$ cat src/rtl/seq_det_pkg.sv
// Shared constants for the sequence-detector event logger.
// Holds the default timestamp width, detection-counter width and event
// queue depth, plus a pointer-width helper used by the queue.
// No ports; imported by the logger, its queue and its bus interface.
package seq_det_pkg;

  localparam int TS_W_DEF  = 16;
  localparam int CNT_W_DEF = 8;
  localparam int DEPTH_DEF = 4;

  // Pointer width for a queue of the given depth (at least one bit).
  function automatic int ptr_w(input int depth);
    return (depth > 1) ? $clog2(depth) : 1;
  endfunction

endpackage

$ cat src/rtl/det_event_logger_if.sv
// Event bus between the detection logger and its consumer.
// Signals:
//   ev_valid  queue non-empty, head event presented
//   ev_ready  consumer accepts the head event
//   ev_time   timestamp of the head event (0 when ev_valid=0)
//   ev_count  total detections since reset or clear (saturating)
//   overflow  sticky: an event was dropped because the queue was full
// Modports: master (logger side), slave (consumer side).
interface det_event_logger_if
  import seq_det_pkg::*;
#(
  parameter int TS_W  = TS_W_DEF,
  parameter int CNT_W = CNT_W_DEF
);

  logic             ev_valid;
  logic             ev_ready;
  logic [TS_W-1:0]  ev_time;
  logic [CNT_W-1:0] ev_count;
  logic             overflow;

  modport master (
    output ev_valid,
    output ev_time,
    output ev_count,
    output overflow,
    input  ev_ready
  );

  modport slave (
    input  ev_valid,
    input  ev_time,
    input  ev_count,
    input  overflow,
    output ev_ready
  );

endinterface

$ cat src/rtl/event_fifo.sv
// Timestamp event queue for the detection logger.
// Ports:
//   clk, reset   clock and synchronous active-high reset
//   clear        synchronous soft clear (empties the queue)
//   push, din    write din when not full, or when full with a pop at the same edge
//   pop          remove the head entry; ignored while empty
//   dout         head entry, forced to 0 while empty
//   full, empty  occupancy flags
// Pointers wrap naturally since DEPTH is a power of two.
module event_fifo
  import seq_det_pkg::*;
#(
  parameter int DATA_W = TS_W_DEF,
  parameter int DEPTH  = DEPTH_DEF
) (
  input  logic              clk,
  input  logic              reset,
  input  logic              clear,
  input  logic              push,
  input  logic              pop,
  input  logic [DATA_W-1:0] din,
  output logic [DATA_W-1:0] dout,
  output logic              full,
  output logic              empty
);

  localparam int            AW       = ptr_w(DEPTH);
  localparam logic [AW:0]   FULL_CNT = (AW+1)'(DEPTH);

  logic [DATA_W-1:0] mem [DEPTH];
  logic [AW-1:0]     wr_ptr;
  logic [AW-1:0]     rd_ptr;
  logic [AW:0]       count;
  logic              do_push;
  logic              do_pop;

  assign empty   = (count == '0);
  assign full    = (count == FULL_CNT);
  // A pop on an empty queue is ignored, so a simultaneous push simply
  // becomes the new head. A pop frees the slot a push into a full queue needs.
  assign do_pop  = pop && !empty;
  assign do_push = push && (!full || do_pop);

  always_ff @(posedge clk) begin
    if (reset || clear) begin
      wr_ptr <= '0;
      rd_ptr <= '0;
      count  <= '0;
    end else begin
      if (do_push) wr_ptr <= wr_ptr + 1'b1;
      if (do_pop)  rd_ptr <= rd_ptr + 1'b1;
      case ({do_push, do_pop})
        2'b10:   count <= count + 1'b1;
        2'b01:   count <= count - 1'b1;
        default: count <= count;
      endcase
    end
  end

  // Storage carries data only; it needs no reset because the pointers
  // and count decide what is visible.
  always_ff @(posedge clk) begin
    if (do_push) mem[wr_ptr] <= din;
  end

  assign dout = empty ? '0 : mem[rd_ptr];

endmodule

$ cat src/rtl/det_event_logger.sv
// Detection event logger: timestamps detection strobes from an upstream
// sequence detector and queues them for a consumer.
// Ports:
//   clk     single clock, rising edge
//   reset   synchronous active-high reset (highest priority)
//   det_in  detection strobe from the detector output
//   clr     synchronous soft clear of queue, counter and overflow flag;
//           the timestamp keeps running and a same-edge detection is lost
//   ev_bus  event bus (master): ev_valid/ev_ready/ev_time/ev_count/overflow
// Configuration macro DET_EDGE_EN: when defined only rising edges of det_in
// count as detections; otherwise every cycle with det_in=1 counts.
module det_event_logger
  import seq_det_pkg::*;
#(
  parameter int TS_W  = TS_W_DEF,
  parameter int CNT_W = CNT_W_DEF,
  parameter int DEPTH = DEPTH_DEF
) (
  input  logic                clk,
  input  logic                reset,
  input  logic                det_in,
  input  logic                clr,
  det_event_logger_if.master  ev_bus
);

  logic [TS_W-1:0]  ts_p0;
  logic [CNT_W-1:0] cnt_p0;
  logic             ovf_p0;
  logic             det_q;
  logic             push;
  logic             pop;
  logic             drop;
  logic [TS_W-1:0]  head;
  logic             fifo_full;
  logic             fifo_empty;

  function automatic logic [CNT_W-1:0] sat_inc(input logic [CNT_W-1:0] v);
    return (&v) ? v : v + 1'b1;
  endfunction

`ifdef DET_EDGE_EN
  logic det_p1;

  always_ff @(posedge clk) begin
    if (reset) det_p1 <= 1'b0;
    else       det_p1 <= det_in;
  end

  assign det_q = det_in && !det_p1;
`else
  assign det_q = det_in;
`endif

  assign pop  = !fifo_empty && ev_bus.ev_ready;
  assign push = det_q && !clr;
  // A detection is lost only when the queue is full and nothing leaves it.
  assign drop = push && fifo_full && !pop;

  // Free-running timestamp; clr does not stop or reset it.
  always_ff @(posedge clk) begin
    if (reset) ts_p0 <= '0;
    else       ts_p0 <= ts_p0 + 1'b1;
  end

  always_ff @(posedge clk) begin
    if (reset || clr) begin
      cnt_p0 <= '0;
      ovf_p0 <= 1'b0;
    end else begin
      if (det_q) cnt_p0 <= sat_inc(cnt_p0);
      if (drop)  ovf_p0 <= 1'b1;
    end
  end

  event_fifo #(
    .DATA_W (TS_W),
    .DEPTH  (DEPTH)
  ) u_fifo (
    .clk   (clk),
    .reset (reset),
    .clear (clr),
    .push  (push),
    .pop   (pop),
    .din   (ts_p0),
    .dout  (head),
    .full  (fifo_full),
    .empty (fifo_empty)
  );

  assign ev_bus.ev_valid = !fifo_empty;
  assign ev_bus.ev_time  = head;
  assign ev_bus.ev_count = cnt_p0;
  assign ev_bus.overflow = ovf_p0;

endmodule

$ cat src/flat_wrapper.sv
// flat-port wrapper written by rule: the top's interface ports become plain ports
module det_event_logger_flat import seq_det_pkg::*;
#(
  parameter int TS_W  = TS_W_DEF,
  parameter int CNT_W = CNT_W_DEF,
  parameter int DEPTH = DEPTH_DEF
)
  (clk, reset, det_in, clr, ev_bus_ev_valid, ev_bus_ev_time, ev_bus_ev_count, ev_bus_overflow, ev_bus_ev_ready);
  det_event_logger_if #(.TS_W(TS_W), .CNT_W(CNT_W)) ev_bus_i ();
  input  logic clk;
  input  logic reset;
  input  logic det_in;
  input  logic clr;
  output wire logic [$bits(ev_bus_i.ev_valid)-1:0] ev_bus_ev_valid;
  output wire logic [$bits(ev_bus_i.ev_time)-1:0] ev_bus_ev_time;
  output wire logic [$bits(ev_bus_i.ev_count)-1:0] ev_bus_ev_count;
  output wire logic [$bits(ev_bus_i.overflow)-1:0] ev_bus_overflow;
  input wire logic [$bits(ev_bus_i.ev_ready)-1:0] ev_bus_ev_ready;
  assign ev_bus_ev_valid = ev_bus_i.ev_valid;
  assign ev_bus_ev_time = ev_bus_i.ev_time;
  assign ev_bus_ev_count = ev_bus_i.ev_count;
  assign ev_bus_overflow = ev_bus_i.overflow;
  assign ev_bus_i.ev_ready = ev_bus_ev_ready;
  det_event_logger #(.TS_W(TS_W), .CNT_W(CNT_W), .DEPTH(DEPTH)) u_core (.clk(clk), .reset(reset), .det_in(det_in), .clr(clr), .ev_bus(ev_bus_i));
endmodule
$ cat config.mk
export PLATFORM = sky130hd
export DESIGN_NAME = det_event_logger_flat
export DESIGN_NICKNAME = d
export VERILOG_FILES = /design/src/rtl/seq_det_pkg.sv /design/src/rtl/det_event_logger_if.sv /design/src/rtl/event_fifo.sv /design/src/rtl/det_event_logger.sv /design/src/flat_wrapper.sv
export SDC_FILE = /design/constraint.sdc
export NUM_CORES = 1
export LEC_CHECK = 0
export CORE_UTILIZATION = 40
export CTS_CLUSTER_DIAMETER = 40
export DETAILED_ROUTE_END_ITERATION = 8
export PLACE_DENSITY = 0.57
export SETUP_SLACK_MARGIN = 0.3
export SLEW_MARGIN = 10
export SYNTH_ARGS = -nofsm -noshare
export SYNTH_HDL_FRONTEND = slang
export SYNTH_SLANG_ARGS = --single-unit
$ cat constraint.sdc
create_clock -name clk -period 2.5 [get_ports clk]
set_input_delay 0.375 -clock clk [delete_from_list [all_inputs] [get_ports clk]]
set_output_delay 0.375 -clock clk [all_outputs]
set_load 0.005 [all_outputs]
# == Word level (Yosys, flattened, before mapping) ==
# Memory sizes are Yosys's and may differ from the RTL's. A register that Yosys moved wholly into a read port is not among the register bits.
# Index checks and enable logic that the tools add are counted.
# W data, S select, Z words.
# totals
ff_bits,32
ram_bits,64
in_bits,5
out_inout_bits,26
elab_cells,39
memories,1
# classes
add_sub_neg,6
n_eq_ne,3
n_mux,6
bitwise,1
n_reduce_logical,16
# memory_table
memory,depth,word_bits,rd,rd_ports_with_merged_regs,write_ports,line,rtl
u_core.u_fifo.mem,4,16,1,1,1,event_fifo.sv:30,logic [DATA_W-1:0] mem [DEPTH];
# op_table
operator,count
$add A16 B1 Y16 const B,1
$mux W16,1
$add A8 B1 Y8 const B,1
$reduce_and A8 Y1,1
$logic_and A1 B1 Y1,6
$pmux W3 S2,1
$add A2 B1 Y2 const B,2
$logic_not A1 Y1,4
$mux W2,2
$add A3 B1 Y3 const B,1
$eq A3 B3 Y1 const B,1
$logic_not A3 Y1,1
$sub A3 B1 Y3 const B,1
$eq A2 B1 Y1 const B,1
$eq A2 B2 Y1 const B,1
$logic_or A1 B1 Y1,2
$mux W1,2
$reduce_and A2 Y1,1
$reduce_bool A2 Y1,1
$not A1 Y1,1

# == Depth between registers and ports, before layout ==
# logic_depth
word_depth,8
depth_mapped,7
mapped_depth_nobuf,6

# == Modules after synthesis ==
# From an unflattened synthesis, not the netlist that was laid out.
# hier_totals
hier_cells,298
area_unflattened_um2,4140.2
# modules_own_cells
mod,instances,cells_per_inst,area_per_inst_um2,seq_area_each_um2
event_fifo,1,171,3005.4,2102.0
det_event_logger,1,127,1134.8,500.5

# == Least setup slack after synthesis ==
# OpenSTA, ideal clock, no wires.
# synth_timing
kind,register -> register
start,reg u_core.u_fifo.count[0]
end,reg u_core.u_fifo.count[2]
setup_ns,0.132
t_arrival_ns,1.865
t_required_ns,2.368
setup_slack_ns,0.503
path_stages_with_launch,8
path_buffers,1
period_less_slack_ns,1.997
path_cell_list,dfxtp_1 > or3_1 > clkbuf_1 > nand3_1 > fa_1 > or3_1 > a31oi_1 > a21oi_1
# synth_via
elab_chain_len,8
word_cells_on_any_way,14
classes_between,add/sub (2); eq/ne (3); mux (1); reduce/logical (8)
# synth_rtl
element,line,rtl
from (decl),event_fifo.sv:33,logic [AW:0] count;
from (signal assigned),event_fifo.sv:53,2'b10: count <= count + 1'b1;
from (signal assigned),event_fifo.sv:54,2'b01: count <= count - 1'b1;
from (signal assigned),event_fifo.sv:55,default: count <= count;
$logic_not A3 Y1 (*),event_fifo.sv:37,assign empty = (count == '0);
$logic_not A1 Y1 (*),-,
net ev_bus_ev_valid,flat_wrapper.sv:14,output wire logic [$bits(ev_bus_i.ev_valid)-1:0] ev_bus_ev_valid;
$logic_and A1 B1 Y1,det_event_logger.sv:54,assign pop = !fifo_empty && ev_bus.ev_ready;
$logic_and A1 B1 Y1 (*),event_fifo.sv:41,assign do_pop = pop && !empty;
$logic_or A1 B1 Y1,event_fifo.sv:42,assign do_push = push && (!full || do_pop);
$logic_and A1 B1 Y1,event_fifo.sv:42,
$eq A2 B1 Y1 / $eq A2 B2 Y1 (equally long branches),event_fifo.sv:52,"case ({do_push, do_pop})"
$pmux W3 S2 / $reduce_bool A2 Y1 (equally long branches),-,
# The timed path passes the listed nets; every way through them passes the cells marked *.
# A chain may end at the register's enable or synchronous reset.

==> impl_metrics.yaml <==
status:
  status: "complete, no violations"
placed_design:
  post-dp-hpwl_um: 4770
  globalplace.congestion: 0.802
  port_buffers: 30
  dpl_cell_area_um2: 4530
  dp_cells: 452
  place_ws_ns: 0.114
yosys:
  async_flop_share: 0
  yosys-top-cells-area: "edfxtp_1 48%, dfxtp_1 17%, mux4_2 8.9%"
  synth.distinct_cells: 39
  ys_warn_count: 0
  synth-seq-cells: 98
  synth_edf_count: 64
  yosys.cell_count.top_type: "edfxtp_1"
  syn_nets: 303
  ys_seq_area_frac: 0.646
  synth_top_area_cell: "edfxtp_1"
  synth_cells: 291
  synth_common_cells: "64 x edfxtp_1, 34 x dfxtp_1, 25 x nor2_1, 20 x and2_1, 16 x mux4_2"
  syn_area_um2: 4030
  synth_ff_type: "edfxtp_1"
  syn-mean-instance-area_um2: 13.8
  yosysTopAreaCellShare: 0.477
sta:
  rsz0062_at_grt: "true"
  setup-violations-final: 0
  setup_tns_ns: 0
  fin_crit_ns: 2.26
  fin_crit_sh: 0.904
  fin_ws_ns: 0.240
  max_freq_mhz: 442
  holdWs_ns: 0.487
  maxSlewHeadroom: 0.450
  worst_pin_slew_ns: 0.826
  hold_viol: 0
  maxSlewViolCount: 0
  finClkSkew_ns: 0.00954
clock_tree:
  cts_tree: "done"
  cts_buffer_depth: 2
  cts_buffers: 9
  clkTransAtPathRegs_ns: 0.09
  clk_latency_ns: 0.35
  clock-root-buffer: "clkbuf_8"
  htree_levels: 3
  clock_sinks: 98
hold_path:
  hp-start: "u_core.ev_bus.overflow$_SDFFE_PP0P_"
  min_path_type: "flip-flop to flip-flop"
global_route:
  antenna_found_initial: 0
  grt_pass1_vias: 2318
  grt_overflow: 0
  grt_pass1_wl_um: 11900
  grt_max_degree: 17
  grtUsageTotal: 0.154
setup_path:
  crit_top_cell: "buf_6"
  cp.arrival_ns: 1.89
  endpoint_kind: "primary output"
  cp_num_cells: 7
  crit_family: "buffers and inverters"
  path_buf_inv: 5
  r2r_setup_slack_ns: 0.60
  path_cells: "buf_12 > buf_6 > buf_6 > buf_6 > mux4_2 > and2_4 > buf_6"
  timing.rr.end: "u_core.u_fifo.count[2]$_SDFFE_PP0P_"
  crit_fanout: 5
  rr_worst_depth: 6
  start_kind: "flip-flop"
  reg2reg_from: "u_core.u_fifo.count[2]$_SDFFE_PP0P_"
  endpoint: "ev_bus_ev_time[10]"
  required_ns: 2.12
  cp_slowest_cell: "mux4_2"
  crit_type: "flip-flop to primary output"
  critPathMaxStageDelay_ns: 0.49
drt:
  firstDrtPassIters: 4
  ant_nets: 0
  wire_per_inst_um: 15.2
  drcViolationCount: 0
  wl_um: 7450
  vias_per_cell: 5.02
  via_count: 2460
  drt-initial-drc-count: 69
layout:
  n_antenna_cell: 0
  instances_no_fill: 490
  fin_area_um2: 4900
  fin_util: 0.502
  drive_above_1_share: 0.252
  syn_to_final_growth_pct: 21.7
  nets: 365
floorplan:
  die_w_um: 102
  die_area_um2: 10500
  die_h_um: 102
  fp-row-count: 36
  boundaryPins: 31
  core_um2: 9770
  start_util: 0.412
flow_run:
  maxCapViolations: 0
pwr:
  powerDensity_nw_per_um2: 567
  p_leak_nw: 1.67
  peakVddDrop_mv: 0.254
  p_total_mw: 2.78
[cells in the final DEF (no fill, tap or decap), types with 8 or more instances in the layout]
cell / synthesis / layout
edfxtp_1: 64 / 64
a21oi_1: 10 / 10
buf_4: 2 / 23
and2_1: 20 / 11
xnor2_1: 10 / 10
and2_4: 0 / 9
buf_6: 0 / 12
clkbuf_8: 0 / 9
mux4_2: 16 / 16
nand2_1: 9 / 9
dfxtp_1: 34 / 31
clkdlybuf4s50_1: 0 / 14
nor2_1: 25 / 25
nand4_1: 8 / 8
nand3_1: 14 / 14
[report_power, final]
| group | switching, mW | internal [mW] | leakage, nW |
|---|---|---|---|
| Clock | 0.518 | 0.354 | 0.0774 |
| Sequential | 0.0204 | 1.73 | 0.875 |
| Combinational | 0.0713 | 0.0853 | 0.722 |
[worst min-delay path by stage]
| stage | end | slack, ns | cells past startpoint |
|---|---|---|---|
| after global placement | u_core.ev_bus.overflow$_SDFFE_PP0P_ | 0.46 | 2 |
| after detailed placement | u_core.ev_bus.overflow$_SDFFE_PP0P_ | 0.47 | 2 |
| after global routing | u_core.ev_bus.overflow$_SDFFE_PP0P_ | 0.51 | 2 |
| final | u_core.ev_bus.overflow$_SDFFE_PP0P_ | 0.49 | 2 |
| after CTS | u_core.ev_bus.overflow$_SDFFE_PP0P_ | 0.49 | 2 |
| after floorplan | u_core.ev_bus.overflow$_SDFFE_PP0P_ | 0.46 | 2 |
[kinds of logic (layout without fill, tap and decap cells)]
kind of cell	after synthesis	in the layout	share of synthesized area
AOI/OAI and AO/OA	29	29	0.0438
xor gates and xnor gates	17	17	0.0370
buffers and inverters	19	85	0.0208
and+or+nand+nor	105	105	0.139
adders and majority gates	7	7	0.0236
DFF	98	98	0.646
muxes	16	16	0.0895
[cell type report]
type	instances	area, µm²
clock buffers	10	128
clock inverters	5	32.5
fillers	875	4870
inverters	6	22.5
multi-input cells	174	1370
flip-flops and latches	98	2610
well taps	133	166
repair buffers	64	577
[repair_timing]
item	4_1_cts	5_1_grt
buffers inserted	17	5
pin swaps	6	4
setup endpoints to repair	17	15
hold buffers	0	0
gates cloned	1	0
resized for setup	49	25
[routing by layer]
metal / global-route usage / share of wire / up-vias / routed length (µm)
met5: 0 / 0 / - / 0
met2: 0.234 / 0.47 / 33 / 3490
met1: 0.220 / 0.50 / 1206 / 3710
met3: 0.0308 / 0.021 / 7 / 156
met4: 0.0593 / 0.012 / 0 / 90
li1: - / - / 1214 / -
[sequential cells by signal, indices dropped and copies added, names as in the netlist, named ones only]
signal,cells
u_core.u_fifo.mem,64
u_core.ts_p0,16
u_core.ev_bus.ev_count,8
u_core.u_fifo.count,3
u_core.u_fifo.rd_ptr,2
u_core.u_fifo.wr_ptr,2
u_core.ev_bus.overflow,1
[worst reg2reg max path: stages (launching register included)]
cell and delay [ns]:
dfxtp_1 0.42, or3_4 0.19, nand3_1 0.11, fa_1 0.43, or3_1 0.39, a31oi_1 0.17, a21oi_1 0.08
Power figures use the tool's default switching activity.
